===== src/rtl/mmu_clkgen.sv =====
// 6809E E/Q clock generator with MRDY stretch and SLOW-device wait states.
// Optional define STRETCH_TIMEOUT_EN bounds a stretch at STRETCH_MAX and flags TIMEOUT.
module mmu_clkgen #(
   parameter int unsigned WAIT_SLOW   = 4,
   parameter int unsigned STRETCH_MAX = 40
) (
   input  logic CLKX4,
   input  logic nRESET,
   input  logic MRDY,
   input  logic SLOW,
   output logic QX,
   output logic EX,
   output logic STRETCH,
   output logic TIMEOUT
);

   localparam int unsigned CMAX = (WAIT_SLOW > STRETCH_MAX) ? WAIT_SLOW : STRETCH_MAX;
   localparam int unsigned CW   = (CMAX == 0) ? 1 : $clog2(CMAX + 1);

   // State encoding is {EX,QX} so the clock outputs come straight off the state flops.
   typedef enum logic [1:0] {
      P0 = 2'b00,
      P1 = 2'b01,
      P2 = 2'b11,
      P3 = 2'b10
   } phase_e;

   phase_e          state_q, state_d;
   logic            sync1_q, sync2_q;
   logic [CW-1:0]   slow_q, slow_d;
   logic [CW-1:0]   str_q, str_d;
   logic            stretch_q, stretch_d;
   logic            release_c;

   assign release_c = sync2_q && (slow_q == '0);

`ifdef STRETCH_TIMEOUT_EN
   logic timeout_q, timeout_d;
   logic limit_c;

   assign limit_c = (str_q == CW'(STRETCH_MAX));
`endif

   always_comb begin
      state_d   = state_q;
      slow_d    = slow_q;
      str_d     = str_q;
`ifdef STRETCH_TIMEOUT_EN
      timeout_d = timeout_q;
`endif
      case (state_q)
         P0: state_d = P1;
         P1: begin
            state_d = P2;
            slow_d  = SLOW ? CW'(WAIT_SLOW) : '0;
         end
         P2: begin
            state_d = P3;
            str_d   = '0;
         end
         P3: begin
            if (slow_q != '0) slow_d = slow_q - CW'(1);
`ifdef STRETCH_TIMEOUT_EN
            if (release_c || limit_c) begin
               state_d = P0;
               if (!release_c) timeout_d = 1'b1;
            end else if (str_q != '1) begin
               str_d = str_q + CW'(1);
            end
`else
            if (release_c) state_d = P0;
            else if (str_q != '1) str_d = str_q + CW'(1);
`endif
         end
      endcase
      stretch_d = (state_d == P3) && (str_d != '0);
   end

   always_ff @(posedge CLKX4 or negedge nRESET) begin
      if (!nRESET) begin
         state_q   <= P0;
         sync1_q   <= 1'b1;
         sync2_q   <= 1'b1;
         slow_q    <= '0;
         str_q     <= '0;
         stretch_q <= 1'b0;
      end else begin
         state_q   <= state_d;
         sync1_q   <= MRDY;
         sync2_q   <= sync1_q;
         slow_q    <= slow_d;
         str_q     <= str_d;
         stretch_q <= stretch_d;
      end
   end

`ifdef STRETCH_TIMEOUT_EN
   always_ff @(posedge CLKX4 or negedge nRESET) begin
      if (!nRESET) timeout_q <= 1'b0;
      else         timeout_q <= timeout_d;
   end

   assign TIMEOUT = timeout_q;
`else
   assign TIMEOUT = 1'b0;
`endif

   assign EX      = state_q[1];
   assign QX      = state_q[0];
   assign STRETCH = stretch_q;

endmodule


===== config.mk =====
export PLATFORM = sky130hd
export DESIGN_NAME = mmu_clkgen
export DESIGN_NICKNAME = d
export VERILOG_FILES = /design/src/rtl/mmu_clkgen.sv
export SDC_FILE = /design/constraint.sdc
export NUM_CORES = 1
export LEC_CHECK = 0
export CORE_MARGIN = 2
export CORE_UTILIZATION = 55
export CTS_BUF_LIST = sky130_fd_sc_hd__clkbuf_4
export DETAILED_ROUTE_END_ITERATION = 7
export HOLD_SLACK_MARGIN = 0.1
export PLACE_DENSITY = 0.76
export SLEW_MARGIN = 20
export SYNTH_ARGS = -nofsm -noshare
export SYNTH_HDL_FRONTEND = slang
export SYNTH_SLANG_ARGS = --single-unit

===== constraint.sdc =====
create_clock -name CLKX4 -period 3.9 [get_ports CLKX4]
set_input_delay 0.78 -clock CLKX4 [delete_from_list [all_inputs] [get_ports CLKX4]]
set_output_delay 0.78 -clock CLKX4 [all_outputs]
set_load 0.01 [all_outputs]

Word level (Yosys, flattened, before mapping)
Cells that the tools add are included.

ROM bits: 0. Output and inout bits: 4. Latch bits: 0. Word-level logic and storage cells: 30. Register bits after elaboration: 17. Memories kept: 0. RAM bits: 0. Input port bits: 4.

Multiply operators: 0. Div/mod/pow operators: 0. Shifts and indexed selects: 0. Eq/ne operators: 6. $add $sub $neg: 2. Muxes and demuxes: 8. Reduce and logical (&&, ||, !) cells: 8. Magnitude comparators: 0. Bitwise logic cells: 0.

Operators with widths (count): $pmux 6 s2 (2); $mux 6 (3); $reduce_bool 6->1 (2); $pmux 2 s4 (1); $add 6x1->6 const B (1); $eq 2x2->1 const B (3); $logic_not 6->1 (1); $ne 6x6->1 const B (1); $sub 6x1->6 const B (1); $mux 3 (1); $eq 2x1->1 const B (1); $logic_and 1x1->1 (2); $logic_not 2->1 (1); $mux 2 (1); $ne 2x2->1 const B (1); $reduce_and 2->1 (1); $reduce_bool 2->1 (1).

Depth between registers and ports, before layout
Gate-level depths: netlist of run 1.

Depth in word-level cells: 6. Gate-level depth with buffers: 8. Mapped depth without buffers: 8.

Worst setup path before layout of run 1
No wires, ideal clock.

Path type: flip-flop to flip-flop. Start: register slow_q[0]. End: register stretch_q (netlist: STRETCH). Slack: 1.631 ns. Stages on the path, launching flop included: 9. Data required time: 3.777 ns. Clock period less this slack: 2.269 ns. Library setup time: 0.123 ns. Data arrival time: 2.146 ns. Buffers on the path: 0. Cells stage by stage: dfrtp_1 -> inv_1 -> ha_1 -> or4b_4 -> o22ai_4 -> nor4_1 -> a221o_1 -> or3_1 -> o221a_1.

Cells in the longest elaborated chain, start to end: 6. Elaborated cells between the ends (all ways): 9. Classes of those cells: eq/ne (1); mux (4); reduce/logical (4).

Ends and longest elaborated chain: start, declared (line 30) `logic [CW-1:0] slow_q, slow_d;`; start signal, assigned (line 91) `slow_q <= slow_d;`; $logic_not 6->1 (line 35) `assign release_c = sync2_q && (slow_q == '0);`; $logic_and 1x1->1 (line 35); $mux 6 (line 71) `if (release_c) state_d = P0;`; $pmux 6 s2 (line 51) `case (state_q)`; net str_d[2] (line 31) `logic [CW-1:0] str_q, str_d;`; $reduce_bool 6->1 (line 76) `stretch_d = (state_d == P3) && (str_d != '0);`; $logic_and 1x1->1 (line 76); net stretch_d (line 32) `logic stretch_q, stretch_d;`; end signal, assigned (line 93) `stretch_q <= stretch_d;`; end, declared (line 32).

The timed path passes the listed nets, and every way through them passes these cells. A chain may end at the register's enable or synchronous reset.

Final worst setup path of run 1
Ends and elaborated chain as after synthesis.

==> flow_metrics.py, run 1 <==
metrics = {
    "outcome": {
        "status": "finished clean",
    },
    "global_routing": {
        "grt_pass1_vias": 777,
        "grt_pass1_wl_microns": 3240,
        "antenna_found_initial": 0,
        "gr-total-overflow": 0,
        "grt_usage_pct": 22.7,
        "grt_max_degree": 18,
    },
    "cells_and_area": {
        "fin_util_pct": 65.7,
        "multi_input_area_sq_um": 468,
        "area_growth_pct": 9.35,
        "diodes": 0,
        "stdcell_count": 113,
        "fillerInstances": 129,
        "seq_area_sq_um": 428,
        "design.final.nets": 105,
        "drive_gt1_share_pct": 14.4,
    },
    "synthesis": {
        "synth_edf_count": 0,
        "synth_area_leaders": "dfrtp_1, dfstp_2, ha_1",
        "synth_ff_type": "dfrtp_1",
        "synth_seq_cells": 17,
        "synth_common_cells": "dfrtp_1, nand2_1, nand3_1",
        "synth_top_area_share_pct": 40.1,
        "syn-num-nets": 97,
        "ys_types": 44,
        "yosysSeqAreaShare_pct": 45.7,
        "synth_top_area_cell": "dfrtp_1",
        "syn_area_sq_um": 937,
        "syn_avg_cell_area_sq_um": 10.4,
        "postSynthCellCount": 90,
        "ys_warn_count": 0,
        "yosysMostFrequentCell": "dfrtp_1",
        "ys_async_sr_fraction_pct": 100,
    },
    "routing": {
        "vias": 743,
        "drtIter0Drc": 20,
        "firstDrtPassIters": 4,
        "wl_per_cell_microns": 16.6,
        "vias_per_cell": 6.58,
        "antenna_left": 0,
        "drt-total-wl_microns": 1880,
        "drc": 0,
    },
    "sta": {
        "fmax_mhz": 405,
        "worst_pin_slew_ps": 780,
        "finalSetupTns_ps": 0,
        "slew_headroom_pct": 47.8,
        "skew_ps": 10.3,
        "setup_viol": 0,
        "fin_crit_sh_pct": 63.3,
        "fin_crit_ps": 2470,
        "grt_setup_unrepaired": "false",
        "timing.hold.ws_ps": 360,
        "hold_violations": 0,
        "maxSlewViolCount": 0,
    },
    "die": {
        "pin_count": 8,
        "initial_core_util_pct": 60.1,
        "die-area_sq_mm": 0.00205,
        "die_h_microns": 45.3,
        "core_sq_mm": 0.00156,
        "rows": 14,
        "die_w_microns": 45.3,
    },
    "critical_path": {
        "cpPeakStageDelay_ps": 460,
        "crit_required_ps": 4080,
        "crit_arrival_ps": 2650,
        "cp-end-kind": "flop",
        "path_cells": "inv_1, ha_1, nor4b_1, nand2_1, a41oi_1, a21oi_1, or3_1, o221a_1",
        "critical_path_class": "flop to flop",
        "r2r_cells": 8,
        "startpoint_type": "flop",
        "crit_fanout": 6,
        "slowest_stage": "nor4b_1",
        "r2r_start": "slow_q[0]",
        "reg2reg_to": "STRETCH",
        "r2r_setup_slack_ps": 1430,
    },
    "placed_design": {
        "placedCellCount": 109,
        "port_buffers": 6,
        "gp_congestion": 0.877,
        "dpl.hpwl_microns": 1310,
    },
    "job": {
        "cap_violations": 0,
    },
    "cts": {
        "cts_tree": "yes",
        "numClockSinks": 17,
        "clkTransAtPathRegs_ps": 110,
        "ctsHoldBuffers": 0,
        "clock-root-buffer": "clkbuf_4",
        "cts_buffers": 3,
        "cts_max_level": 1,
        "cts_post_setup_buffers_inserted": 0,
        "clock_path_buffers": 2,
        "cts_resized": 0,
        "clock_latency_ps": 300,
    },
    "worst_hold_path": {
        "hold_path_depth": 0,
        "hp-class": "flop to flop",
        "hold_end": "sync2_q",
        "worstHoldStart": "sync1_q",
    },
    "power": {
        "vdd_ir_drop_max_v": 0.000387,
        "powerDensity_mw_per_mm2": 770,
        "leakagePower_nw": 0.424,
    },
}
==> flip-flops by register name, summed over array words and instances, names as in the netlist <==
register  count
STRETCH       1
slow_q        6
state_q       2
str_q         6
sync1_q       1
sync2_q       1
==> layer usage <==
layer / vias up / wire, microns / GRT usage [%]
met5: - / 0 / 0
met4: 0 / 40 / 14.1
met3: 4 / 60 / 4.00
met2: 19 / 920 / 38.6
met1: 364 / 855 / 26.3
li1: 356 / - / -
==> layout make-up <==
type,count,area share [%]
clock buffers,4,2.93
flip-flops and latches,17,41.8
repair buffers,6,5.86
well taps,16,1.95
inverters,5,1.83
multi-input cells,65,45.7
==> critical path: cells and delay by family, from the launching register on <==
family	cells	cell delay, ps
adder cells (fa/ha/maj)	1	160
AND/OR/NAND/NOR	3	1110
AO/OA/AOI/OAI	3	590
buffers and inverters	1	90
flip-flops	1	410
==> logic make-up after synthesis <==
| kind of cell | after synthesis | synth area share (%) |
|---|---|---|
| other | 1 | 0.400 |
| muxes | 1 | 1.07 |
| xor gates and xnor gates | 1 | 0.935 |
| and+or+nand+nor | 34 | 22.2 |
| AOI/OAI and AO/OA | 25 | 21.4 |
| DFF | 17 | 45.7 |
| adders and majority gates | 3 | 4.01 |
| buffers and inverters | 8 | 4.40 |
==> where the power goes <==
group / total (mW) / internal (mW) / switching, mW
registers: 0.345 / 0.248 / 0.0972
logic: 0.340 / 0.176 / 0.164
clock network: 0.105 / 0.0468 / 0.0579
==> cell usage in the layout, fill, tap and decap left out, types with 2 or more instances in the layout <==
master | synthesis | routed
clkbuf_4 | 0 | 4
o311ai_0 | 2 | 2
inv_1 | 4 | 4
clkdlybuf4s50_1 | 0 | 6
a21oi_1 | 4 | 4
o22a_2 | 2 | 2
dfrtp_1 | 15 | 15
ha_1 | 3 | 3
o21ai_0 | 5 | 5
dfstp_2 | 2 | 2
nand2_1 | 7 | 7
or2b_2 | 2 | 2
nor2_1 | 3 | 3
nand2b_1 | 2 | 2
nand3_1 | 7 | 7
and2b_2 | 2 | 2
==> through the flow <==
| stage | area (sq um) | setup slack (ps) | power (mW) |
|---|---|---|---|
| global placement | 995 | 1540 | 0.670 |
| finish | 1020 | 1430 | 0.789 |
| CTS | 1020 | 1470 | 0.789 |
| global route | 1020 | 1130 | 0.851 |
| floorplan | 937 | 1630 | 0.587 |
| detailed placement | 995 | 1500 | 0.684 |
==> worst max-delay path by stage <==
stage               from      end  slack (ps)  cells after the start
2_1_floorplan  slow_q[0]  STRETCH        1630                      8
3_3_place_gp   slow_q[0]  STRETCH        1540                      8
3_5_place_dp   slow_q[0]  STRETCH        1500                      8
4_1_cts        slow_q[0]  STRETCH        1470                      8
5_1_grt        slow_q[0]  STRETCH        1130                      8
6_report       slow_q[0]  STRETCH        1430                      8
Power figures use the tool's default switching activity.
==> run 2: changes to the inputs <==
CORE_UTILIZATION = 53   (was 55)
PLACE_DENSITY = 0.77   (was 0.76)
clock period = 2.1 ns   (was 3.9 ns; I/O delays follow)
==> flow_metrics.py, run 2 (synthesis results as in run 1) <==
metrics = {
    "die": {
        "core_sq_mm": 0.00169,
        "pin_count": 8,
        "die-area_sq_mm": 0.00212,
        "rows": 15,
        "die_h_microns": 46.1,
        "die_w_microns": 46.1,
        "initial_core_util_pct": 55.5,
    },
    "global_routing": {
        "gr-total-overflow": 0,
        "grt_pass1_wl_microns": 3500,
        "grt_max_degree": 18,
        "grt_pass1_vias": 823,
        "grt_usage_pct": 23.4,
        "antenna_found_initial": 0,
    },
    "routing": {
        "wl_per_cell_microns": 15.8,
        "drt-total-wl_microns": 2190,
        "drtIter0Drc": 43,
        "drc": 0,
        "antenna_left": 0,
        "vias": 867,
        "firstDrtPassIters": 4,
        "vias_per_cell": 6.24,
    },
    "critical_path": {
        "crit_fanout": 3,
        "critical_path_class": "flop to flop",
        "crit_required_ps": 2280,
        "cp-end-kind": "flop",
        "r2r_setup_slack_ps": -210,
        "crit_arrival_ps": 2490,
        "startpoint_type": "flop",
    },
    "sta": {
        "maxSlewViolCount": 0,
        "grt_setup_unrepaired": "true",
        "fin_ws_ps": -207,
        "slew_headroom_pct": 67.1,
        "finalSetupTns_ps": -436,
        "fmax_mhz": 434,
        "fin_crit_ps": 2310,
        "hold_violations": 0,
        "skew_ps": 1.94,
        "worst_pin_slew_ps": 481,
        "fin_crit_sh_pct": 110,
        "setup_viol": 3,
    },
    "placed_design": {
        "dpl.hpwl_microns": 1390,
        "placed_cell_area_sq_mm": 0.00113,
        "port_buffers": 6,
        "gp_congestion": 0.897,
    },
    "cells_and_area": {
        "seq_area_sq_um": 428,
        "area_growth_pct": 36.2,
        "final_common_cell": "buf_4",
        "diodes": 0,
        "reg_top3": "slow_q: 6 flops, str_q: 6 flops, state_q: 2 flops",
        "layout_common_cells": "buf_4, dfrtp_1, nand2_1",
        "multi_input_area_sq_um": 527,
        "drive_gt1_share_pct": 40.2,
        "fillerInstances": 115,
        "final_area_sq_mm": 0.00128,
        "design.final.nets": 130,
    },
    "cts": {
        "clock-root-buffer": "clkbuf_4",
        "ctsHoldBuffers": 0,
        "clkTransAtPathRegs_ps": 100,
        "cts_buffers": 3,
        "numClockSinks": 17,
        "clock_path_buffers": 2,
        "clock_latency_ps": 280,
        "cts_max_level": 1,
        "cts_tree": "yes",
    },
    "outcome": {
        "status": "finished, violations left",
        "violations": "setup timing",
    },
    "worst_hold_path": {
        "hp-class": "flop to flop",
    },
    "power": {
        "powerDensity_mw_per_mm2": 1500,
        "leakagePower_nw": 0.560,
        "vdd_ir_drop_max_v": 0.00104,
    },
    "job": {
        "cap_violations": 0,
    },
}
-- run 2: area by class of cell --
cell class | instances | area share (%)
well taps | 17 | 1.67
multi-input cells | 65 | 41.3
clock buffers | 4 | 2.35
repair buffers | 31 | 19.7
inverters | 5 | 1.47
flip-flops and latches | 17 | 33.5
-- run 2: per-stage QoR --
step           utilization (%)  worst slack (ps)  std cells  hold WS [ps]  power (mW)
2_1_floorplan                -              -169         90           124        1.09
3_3_place_gp              67.0              -206        128           346        1.46
3_5_place_dp              67.0              -246        128           350        1.49
4_1_cts                   70.4              -220        133           364        1.73
5_1_grt                   75.6              -276        139           370        2.07
6_report                  75.6              -207        139           365        1.92
-- run 2: worst max-delay path, stage by stage (launching register included) --
cell and delay (ps):
dfrtp_1 400, inv_2 90, ha_4 130, or4b_4 490, o22a_2 260, nand3_2 60, a21oi_2 50, or4b_1 500
o221a_1 210
-- run 2: metal layers --
layer  share of wire (%)  up-vias  track usage (%)
li1                    -      400                -
met1                  39      424             25.9
met2                  54       36             42.8
met3                 4.5        7             2.75
met4                 1.7        0             12.6
met5                   0        -                0
-- run 2: what timing repair did --
action / CTS / global route
pin swaps: 5 / 8
endpoints found under the setup margin: 2 / 2
gates resized for setup: 6 / 9
buffers inserted: 1 / 6
gates cloned: 0 / 0
-- run 2: worst paths after layout --
check,depth (start not counted),to,startpoint
setup / recovery,8,STRETCH,slow_q[0]
hold / removal,0,sync2_q,sync1_q
setup reg to reg,8,STRETCH,slow_q[0]
hold reg to reg,0,sync2_q,sync1_q
max in group asynchronous,2,sync2_q,nRESET
min in group asynchronous,2,slow_q[0],nRESET
-- run 2: power by group --
group	internal, mW	total [mW]	switching, mW
combinational	0.639	1.17	0.533
clock	0.0866	0.186	0.0997
sequential	0.461	0.558	0.0971
